[src/rtl/key_event_gen.sv]
// Debounced push-button front end: press/release strobes, level, optional auto-repeat.
// Auto-repeat logic is built only when KEY_EVENT_GEN_AUTOREPEAT_EN is defined.
module key_event_gen #(
  parameter int unsigned DEBOUNCE_CYCLES     = 1000000,
  parameter int unsigned REPEAT_DELAY_CYCLES = 25000000,
  parameter int unsigned REPEAT_RATE_CYCLES  = 5000000
) (
  input  logic clk_btn,
  input  logic rst_btn,
  input  logic key_n,
  output logic key_level,
  output logic press_pulse,
  output logic release_pulse,
  output logic repeat_pulse,
  output logic advance
);

  localparam int unsigned MaxDbDelay = (DEBOUNCE_CYCLES > REPEAT_DELAY_CYCLES) ?
                                       DEBOUNCE_CYCLES : REPEAT_DELAY_CYCLES;
  localparam int unsigned MaxCycles  = (MaxDbDelay > REPEAT_RATE_CYCLES) ?
                                       MaxDbDelay : REPEAT_RATE_CYCLES;
  localparam int unsigned CntW       = $clog2(MaxCycles) + 1;
  localparam logic [CntW-1:0] CntMax = {CntW{1'b1}};
  localparam logic [CntW-1:0] DbLast = CntW'(DEBOUNCE_CYCLES - 1);

  typedef enum logic [1:0] {
    StIdle,
    StPressDb,
    StHeld,
    StReleaseDb
  } state_e;

  function automatic logic [CntW-1:0] sat_inc(input logic [CntW-1:0] v);
    return (v == CntMax) ? v : v + CntW'(1);
  endfunction

  logic            sync1_q, sync2_q;
  state_e          state_q, state_d;
  logic [CntW-1:0] db_cnt_q, db_cnt_d;
  logic            level_q, level_d;
  logic            press_q, press_d;
  logic            release_q, release_d;
  logic            advance_q, advance_d;
  logic            key_down;

  assign key_down = ~sync2_q;

  always_ff @(posedge clk_btn or posedge rst_btn) begin
    if (rst_btn) begin
      sync1_q   <= 1'b1;
      sync2_q   <= 1'b1;
      state_q   <= StIdle;
      db_cnt_q  <= '0;
      level_q   <= 1'b0;
      press_q   <= 1'b0;
      release_q <= 1'b0;
      advance_q <= 1'b0;
    end else begin
      sync1_q   <= key_n;
      sync2_q   <= sync1_q;
      state_q   <= state_d;
      db_cnt_q  <= db_cnt_d;
      level_q   <= level_d;
      press_q   <= press_d;
      release_q <= release_d;
      advance_q <= advance_d;
    end
  end

  always_comb begin
    state_d   = state_q;
    db_cnt_d  = '0;
    level_d   = level_q;
    press_d   = 1'b0;
    release_d = 1'b0;
    case (state_q)
      StIdle: begin
        if (key_down) state_d = StPressDb;
      end
      StPressDb: begin
        if (!key_down) begin
          state_d = StIdle;
        end else if (db_cnt_q == DbLast) begin
          state_d = StHeld;
          press_d = 1'b1;
          level_d = 1'b1;
        end else begin
          db_cnt_d = sat_inc(db_cnt_q);
        end
      end
      StHeld: begin
        if (!key_down) state_d = StReleaseDb;
      end
      StReleaseDb: begin
        if (key_down) begin
          state_d = StHeld;
        end else if (db_cnt_q == DbLast) begin
          state_d   = StIdle;
          level_d   = 1'b0;
          release_d = 1'b1;
        end else begin
          db_cnt_d = sat_inc(db_cnt_q);
        end
      end
      default: state_d = StIdle;
    endcase
  end

`ifdef KEY_EVENT_GEN_AUTOREPEAT_EN
  localparam logic [CntW-1:0] DelayLast = CntW'(REPEAT_DELAY_CYCLES - 1);
  localparam logic [CntW-1:0] RateLast  = CntW'(REPEAT_RATE_CYCLES - 1);

  logic [CntW-1:0] rpt_cnt_q, rpt_cnt_d;
  // Set once the first (delay) repeat has fired; later repeats use the rate interval.
  logic            rpt_phase_q, rpt_phase_d;
  logic            repeat_q, repeat_d;

  always_ff @(posedge clk_btn or posedge rst_btn) begin
    if (rst_btn) begin
      rpt_cnt_q   <= '0;
      rpt_phase_q <= 1'b0;
      repeat_q    <= 1'b0;
    end else begin
      rpt_cnt_q   <= rpt_cnt_d;
      rpt_phase_q <= rpt_phase_d;
      repeat_q    <= repeat_d;
    end
  end

  always_comb begin
    rpt_cnt_d   = rpt_cnt_q;
    rpt_phase_d = rpt_phase_q;
    repeat_d    = 1'b0;
    if (state_q == StPressDb && state_d == StHeld) begin
      rpt_cnt_d   = '0;
      rpt_phase_d = 1'b0;
    end else if (state_q == StHeld && state_d == StHeld) begin
      if (rpt_cnt_q == (rpt_phase_q ? RateLast : DelayLast)) begin
        repeat_d    = 1'b1;
        rpt_cnt_d   = '0;
        rpt_phase_d = 1'b1;
      end else begin
        rpt_cnt_d = sat_inc(rpt_cnt_q);
      end
    end
  end

  assign advance_d    = press_d | repeat_d;
  assign repeat_pulse = repeat_q;
`else
  assign advance_d    = press_d;
  assign repeat_pulse = 1'b0;
`endif

  assign key_level     = level_q;
  assign press_pulse   = press_q;
  assign release_pulse = release_q;
  assign advance       = advance_q;

endmodule

[config.mk]
export PLATFORM = sky130hd
export DESIGN_NAME = key_event_gen
export DESIGN_NICKNAME = d
export VERILOG_FILES = /design/src/rtl/key_event_gen.sv
export SDC_FILE = /design/constraint.sdc
export NUM_CORES = 1
export LEC_CHECK = 0
export CAP_MARGIN = 15
export CORE_MARGIN = 2
export CORE_UTILIZATION = 30
export CTS_BUF_LIST = sky130_fd_sc_hd__clkbuf_16
export DETAILED_ROUTE_END_ITERATION = 7
export PLACE_DENSITY_LB_ADDON = 0.2
export RECOVER_POWER = 50
export SKIP_CTS_REPAIR_TIMING = 1
export SYNTH_ARGS = -nofsm -noshare
export SYNTH_HDL_FRONTEND = slang
export SYNTH_SLANG_ARGS = --single-unit
export TNS_END_PERCENT = 10
[constraint.sdc]
create_clock -name clk_btn -period 2.4 [get_ports clk_btn]
set_input_delay 0.48 -clock clk_btn [delete_from_list [all_inputs] [get_ports clk_btn]]
set_output_delay 0.48 -clock clk_btn [all_outputs]
set_load 0.02 [all_outputs]
# ---- Word-level counts from Yosys, hierarchy flattened
# Index checks and enable logic that the tools add are counted.
dict set report classes {
  n_reduce_logical 4
  n_mux 22
  eq_ne 13
  add_sub_neg 1
}
# op n
set op_table {}
lappend op_table {{26-bit two-way mux} 4}
lappend op_table {{26-bit case mux with 2 select lines} 1}
lappend op_table {{26-bit by 1-bit adder with 26-bit output, second input constant} 1}
lappend op_table {{26-bit by 20-bit == test with 1-bit output, second input constant} 1}
lappend op_table {{26-bit == test, second input constant} 1}
lappend op_table {{2-bit two-way mux} 6}
lappend op_table {{2-bit != test, second input constant} 6}
lappend op_table {{1-bit two-way mux} 9}
lappend op_table {{2-bit case mux with 4 select lines} 1}
lappend op_table {{3-bit != test, second input constant} 2}
lappend op_table {{5-bit AND reduction} 1}
lappend op_table {{2-bit == test, second input constant} 2}
lappend op_table {{4-bit AND reduction} 1}
lappend op_table {{2-bit by 1-bit == test with 1-bit output, second input constant} 1}
lappend op_table {{2-bit logical NOT} 1}
lappend op_table {{1-bit case mux with 2 select lines} 1}
lappend op_table {{2-bit nonzero test} 1}
dict set report totals {
  reg_bits 33
  out_inout_bits 5
}

# ---- Longest topological paths before layout
dict set report logic_depth {
  word_depth 5
  ltp_mapped 7
}

# ---- Worst setup path after synthesis
# No wires, ideal clock.
dict set report synth_timing {
  path_type {reg-to-reg}
  start {reg db_cnt_q[7]}
  end {reg db_cnt_q[0]}
  setup_ns 0.123
  arrival_time_ns 1.651
  path_buffers 2
  stages_incl_launch_ff 7
  setup_slack_ns 0.625
  t_required_ns 2.277
  path_cell_list {dfrtp_1 > clkbuf_1 > nor4_1 > nand3_1 > o211ai_1 > buf_2 > nor2_1}
}
dict set report synth_between {
  elab_chain_cells 5
  elab_cells_between_ends 7
}
# element line_no
set synth_lines {}
lappend synth_lines {{start, declared} 39} ;# logic [CntW-1:0] db_cnt_q, db_cnt_d;
lappend synth_lines {{start signal, assigned} 62} ;# db_cnt_q <= db_cnt_d;
lappend synth_lines {{26-bit == test} 34} ;# return (v == CntMax) ? v : v + CntW'(1);
lappend synth_lines {{26-bit two-way mux} n/a}
lappend synth_lines {{26-bit two-way mux (*)} {83, 97}}
lappend synth_lines {{26-bit two-way mux, on equally long branches} {95, 81}}
lappend synth_lines {{26-bit case mux with 2 select lines (*)} 76} ;# case (state_q)
lappend synth_lines {{named net db_cnt_d[0]} 39}
# The timed path passes the listed nets; every way through them passes the cells marked *.
# A chain may end at the register's enable or synchronous reset.

# ---- Worst setup path in the final report
dict set report layout_timing {
  start {reg db_cnt_q[2]}
  end {reg db_cnt_q[19]}
}
dict set report layout_between {
  elab_chain_cells 5
  elab_cells_between_ends 8
}
# element line_no
set layout_lines {}
lappend layout_lines {{26-bit by 1-bit adder with 26-bit output / 26-bit == test (equally long branches)} 34}
lappend layout_lines {{26-bit two-way mux} 34}
lappend layout_lines {{26-bit two-way mux (*)} {83, 97}}
lappend layout_lines {{26-bit two-way mux, on equally long branches} {95, 81}}
lappend layout_lines {{26-bit case mux with 2 select lines (*)} 76}
lappend layout_lines {{named net db_cnt_d[19]} 39}
# Marked as above.

==> report_table.html <==
<table>
<tr><th>Metric</th><th>Value</th></tr>
<tr><th colspan="2">Clock tree</th></tr>
<tr><td>TritonCTS Sinks</td><td>33</td></tr>
<tr><td>Number of clock buffers inserted by TritonCTS</td><td>5</td></tr>
<tr><td>Maximum root-to-sink buffer count</td><td>2</td></tr>
<tr><td>Clock slew seen by the registers of the worst setup and hold paths</td><td>60 ps</td></tr>
<tr><td>H-tree depth reported by CTS</td><td>2</td></tr>
<tr><td>TritonCTS clock tree</td><td>yes</td></tr>
<tr><td>Insertion delay to the later sink of the worst-skew pair</td><td>280 ps</td></tr>
<tr><td>Clock Root Buffer</td><td>sky130_fd_sc_hd__clkbuf_16</td></tr>
<tr><th colspan="2">Global route</th></tr>
<tr><td>GRT Resource Usage Total</td><td>14.2%</td></tr>
<tr><td>Total global routing overflow</td><td>0</td></tr>
<tr><td>Via count of the first global-routing pass</td><td>1403</td></tr>
<tr><td>Global-route wire length before repair</td><td>7.13 mm</td></tr>
<tr><td>Pin count of the biggest net entering global routing</td><td>34</td></tr>
<tr><td>Antenna violations before repair</td><td>0</td></tr>
<tr><th colspan="2">Logic synthesis</th></tr>
<tr><td>Count leader, synth</td><td>sky130_fd_sc_hd__dfrtp_1</td></tr>
<tr><td>Synthesized instance count</td><td>192</td></tr>
<tr><td>Distinct cell type count of the synthesized netlist</td><td>43</td></tr>
<tr><td>Portion of the post-synthesis area used by sequential elements</td><td>45.2%</td></tr>
<tr><td>Total of warnings raised by yosys</td><td>0</td></tr>
<tr><td>Number of register bits inferred by synthesis</td><td>33</td></tr>
<tr><td>Primary flip-flop cell chosen by synthesis mapping</td><td>sky130_fd_sc_hd__dfrtp_1</td></tr>
<tr><td>Leading post-synthesis cells by cell area</td><td>sky130_fd_sc_hd__dfrtp_1, sky130_fd_sc_hd__xnor2_1, sky130_fd_sc_hd__nor2_1</td></tr>
<tr><td>Synthesized area per cell</td><td>9.53 µm²</td></tr>
<tr><td>Area share of the leading cell type in the synthesized netlist</td><td>42.4%</td></tr>
<tr><td>Number of enable flip-flop cells after synthesis</td><td>0</td></tr>
<tr><td>FFs w/ async S/R, synth</td><td>100%</td></tr>
<tr><td>Cell types with the highest counts after synthesis</td><td>sky130_fd_sc_hd__dfrtp_1, sky130_fd_sc_hd__nor2_1, sky130_fd_sc_hd__xnor2_1, sky130_fd_sc_hd__nand2_1, sky130_fd_sc_hd__nand4_1</td></tr>
<tr><td>Cell area after technology mapping</td><td>1830 µm²</td></tr>
<tr><td>Area leader, netlist</td><td>sky130_fd_sc_hd__dfrtp_1</td></tr>
<tr><td>Post-Synthesis Net Count</td><td>196</td></tr>
<tr><th colspan="2">Floorplanning</th></tr>
<tr><td>Overall die area</td><td>6740 µm²</td></tr>
<tr><td>Die W</td><td>82.1 µm</td></tr>
<tr><td>Die Ht</td><td>82.1 µm</td></tr>
<tr><td>I/O pin cnt</td><td>8</td></tr>
<tr><td>Effective utilization at floorplan</td><td>30.9%</td></tr>
<tr><td>Row count</td><td>28</td></tr>
<tr><td>Core Footprint</td><td>5920 µm²</td></tr>
<tr><th colspan="2">Route</th></tr>
<tr><td>Detailed Routing Iterations Pass 1</td><td>4</td></tr>
<tr><td>Total vias in the final route</td><td>1417</td></tr>
<tr><td>Routed vias/inst</td><td>5.17</td></tr>
<tr><td>Detailed-route DRC error count</td><td>0</td></tr>
<tr><td>Total wire length</td><td>4.08 mm</td></tr>
<tr><td>Antenna-violating nets left</td><td>0</td></tr>
<tr><td>Count of routing violations after the opening detailed-route iteration</td><td>86</td></tr>
<tr><td>Wirelength per Cell</td><td>14.9 µm</td></tr>
<tr><th colspan="2">Timing</th></tr>
<tr><td>Worst hold margin</td><td>355 ps</td></tr>
<tr><td>Setup repair after global routing missed its margin</td><td>false</td></tr>
<tr><td>Final critical-path required period</td><td>2020 ps</td></tr>
<tr><td>Slew at the pin closest to its max-slew limit</td><td>837 ps</td></tr>
<tr><td>Total negative setup slack</td><td>0 ps</td></tr>
<tr><td>Final setup violating endpoints</td><td>0</td></tr>
<tr><td>Maximum operating frequency</td><td>496 MHz</td></tr>
<tr><td>Slew margin rel.</td><td>44.2%</td></tr>
<tr><td>Worst-case clock skew</td><td>5.56 ps</td></tr>
<tr><td>Final number of hold-violating endpoints</td><td>0</td></tr>
<tr><td>Number of pins exceeding their max-slew limit in the final report</td><td>0</td></tr>
<tr><td>Period utilisation layout</td><td>84.0%</td></tr>
<tr><th colspan="2">Run</th></tr>
<tr><td>Max-capacitance violation count</td><td>0</td></tr>
<tr><th colspan="2">Placement</th></tr>
<tr><td>Gpl congestion</td><td>0.758</td></tr>
<tr><td>Half-perimeter wire length of the detailed placement result</td><td>2.80 mm</td></tr>
<tr><td>Placed cell count</td><td>266</td></tr>
<tr><td>Count of buffers inserted at the top-level ports</td><td>6</td></tr>
<tr><th colspan="2">Final layout</th></tr>
<tr><td>Utilization after layout</td><td>35.8%</td></tr>
<tr><td>Final instance count without filler cells</td><td>274</td></tr>
<tr><td>Layout cells sized above 1</td><td>16.1%</td></tr>
<tr><td>Nets</td><td>202</td></tr>
<tr><td>Layout overhead on the synthesized area</td><td>15.8%</td></tr>
<tr><td>Number of antenna cells inserted</td><td>0</td></tr>
<tr><th colspan="2">Critical path</th></tr>
<tr><td>Max Fanout on Critical Path</td><td>9</td></tr>
<tr><td>Crit path capture type</td><td>flip-flop</td></tr>
<tr><td>Worst path required time</td><td>2570 ps</td></tr>
<tr><td>CP startpoint kind</td><td>flip-flop</td></tr>
<tr><td>Critical path arrival</td><td>2180 ps</td></tr>
<tr><td>Kind of critical path</td><td>flip-flop to flip-flop</td></tr>
<tr><th colspan="2">Pwr</th></tr>
<tr><td>Power per Cell Area</td><td>571 nW/µm²</td></tr>
<tr><td>Leakage</td><td>0.792 nW</td></tr>
<tr><td>Post-layout total power</td><td>0.00121 W</td></tr>
<tr><td>Maximum vdd drop</td><td>0.295 mV</td></tr>
<tr><th colspan="2">Status</th></tr>
<tr><td>Outcome</td><td>complete, no violations</td></tr>
<tr><th colspan="2">Min path</th></tr>
<tr><td>Worst hold path type</td><td>flip-flop to flip-flop</td></tr>
</table>
## power by group
part           internal (W)  switching (W)
clock network      0.000376       0.000235
registers          0.000563     0.00000429
logic            0.00000927      0.0000231
total              0.000948       0.000263
## registers in the layout (all words and copies together) (netlist names), named ones only
register / flops
state_q: 1
sync2_q: 1
key_level: 1
release_pulse: 1
advance: 1
sync1_q: 1
db_cnt_q: 26
## logic make-up after synthesis
group	synth area share (%)
other	0.205
AO/OA/AOI/OAI	11.6
AND/OR/NAND/NOR	28.1
XOR/XNOR	9.57
buffers and inverters	4.58
flip-flops	45.2
adder cells (fa/ha/maj)	0.683
## through the flow
stage                     worst slack, ps  cell area, µm²
final                                 384            2120
after global routing                  236            2120
after CTS                             392            2120
after detailed placement              402            1980
after global placement                408            1980
after floorplan                       625            1830
## critical path: stages (launching register included)
cell	delay (ps)
sky130_fd_sc_hd__dfrtp_1	490
sky130_fd_sc_hd__nand4_1	240
sky130_fd_sc_hd__or4_1	680
sky130_fd_sc_hd__a211oi_2	290
sky130_fd_sc_hd__xnor2_1	160
sky130_fd_sc_hd__nor2_2	40
## path summary, 6_finish.rpt
path	depth (start not counted)	from	to	slack [ps]
setup / recovery	5	db_cnt_q[2]	db_cnt_q[19]	380
hold / removal	0	sync1_q	sync2_q	360
setup reg to reg	5	db_cnt_q[2]	db_cnt_q[19]	380
hold reg to reg	0	sync1_q	sync2_q	360
max in group asynchronous	3	rst_btn	db_cnt_q[21]	990
min in group asynchronous	3	rst_btn	db_cnt_q[5]	880
## cell type report
class / count / area, µm²
fillers: 602 / 3800
clock buffers: 5 / 125
inverters: 3 / 11.3
flip-flops and latches: 33 / 828
repair buffers: 14 / 118
multi-input cells: 141 / 930
clock inverters: 3 / 13.8
well taps: 75 / 93.8
## routing by layer
metal	wire [µm]	share of wire (%)	up-vias	GRT usage [%]
met5	0	0	-	0
met4	81	2.0	0	6.50
met3	150	3.7	8	3.26
met2	1780	44	22	19.8
met1	2070	51	687	20.5
li1	-	-	700	-
## layout by cell type (no fill, tap or decap), types with 3 or more instances in the layout
master / n
sky130_fd_sc_hd__a31oi_1: 3
sky130_fd_sc_hd__nor2_2: 4
sky130_fd_sc_hd__nand2_1: 12
sky130_fd_sc_hd__nor3_1: 4
sky130_fd_sc_hd__a21oi_1: 7
sky130_fd_sc_hd__nor2_1: 19
sky130_fd_sc_hd__dfrtp_1: 31
sky130_fd_sc_hd__nor4_1: 5
sky130_fd_sc_hd__clkdlybuf4s50_1: 4
sky130_fd_sc_hd__nor4b_1: 3
sky130_fd_sc_hd__nor3b_1: 3
sky130_fd_sc_hd__xnor2_1: 17
sky130_fd_sc_hd__clkbuf_16: 5
sky130_fd_sc_hd__inv_1: 4
sky130_fd_sc_hd__nand4b_1: 3
sky130_fd_sc_hd__a211oi_2: 4
sky130_fd_sc_hd__buf_4: 7
sky130_fd_sc_hd__nand4_1: 10
sky130_fd_sc_hd__xor2_1: 3
sky130_fd_sc_hd__a211oi_1: 5
sky130_fd_sc_hd__and3_1: 6
sky130_fd_sc_hd__nand3_1: 9
No activity file was read; power rests on OpenSTA's default activity.
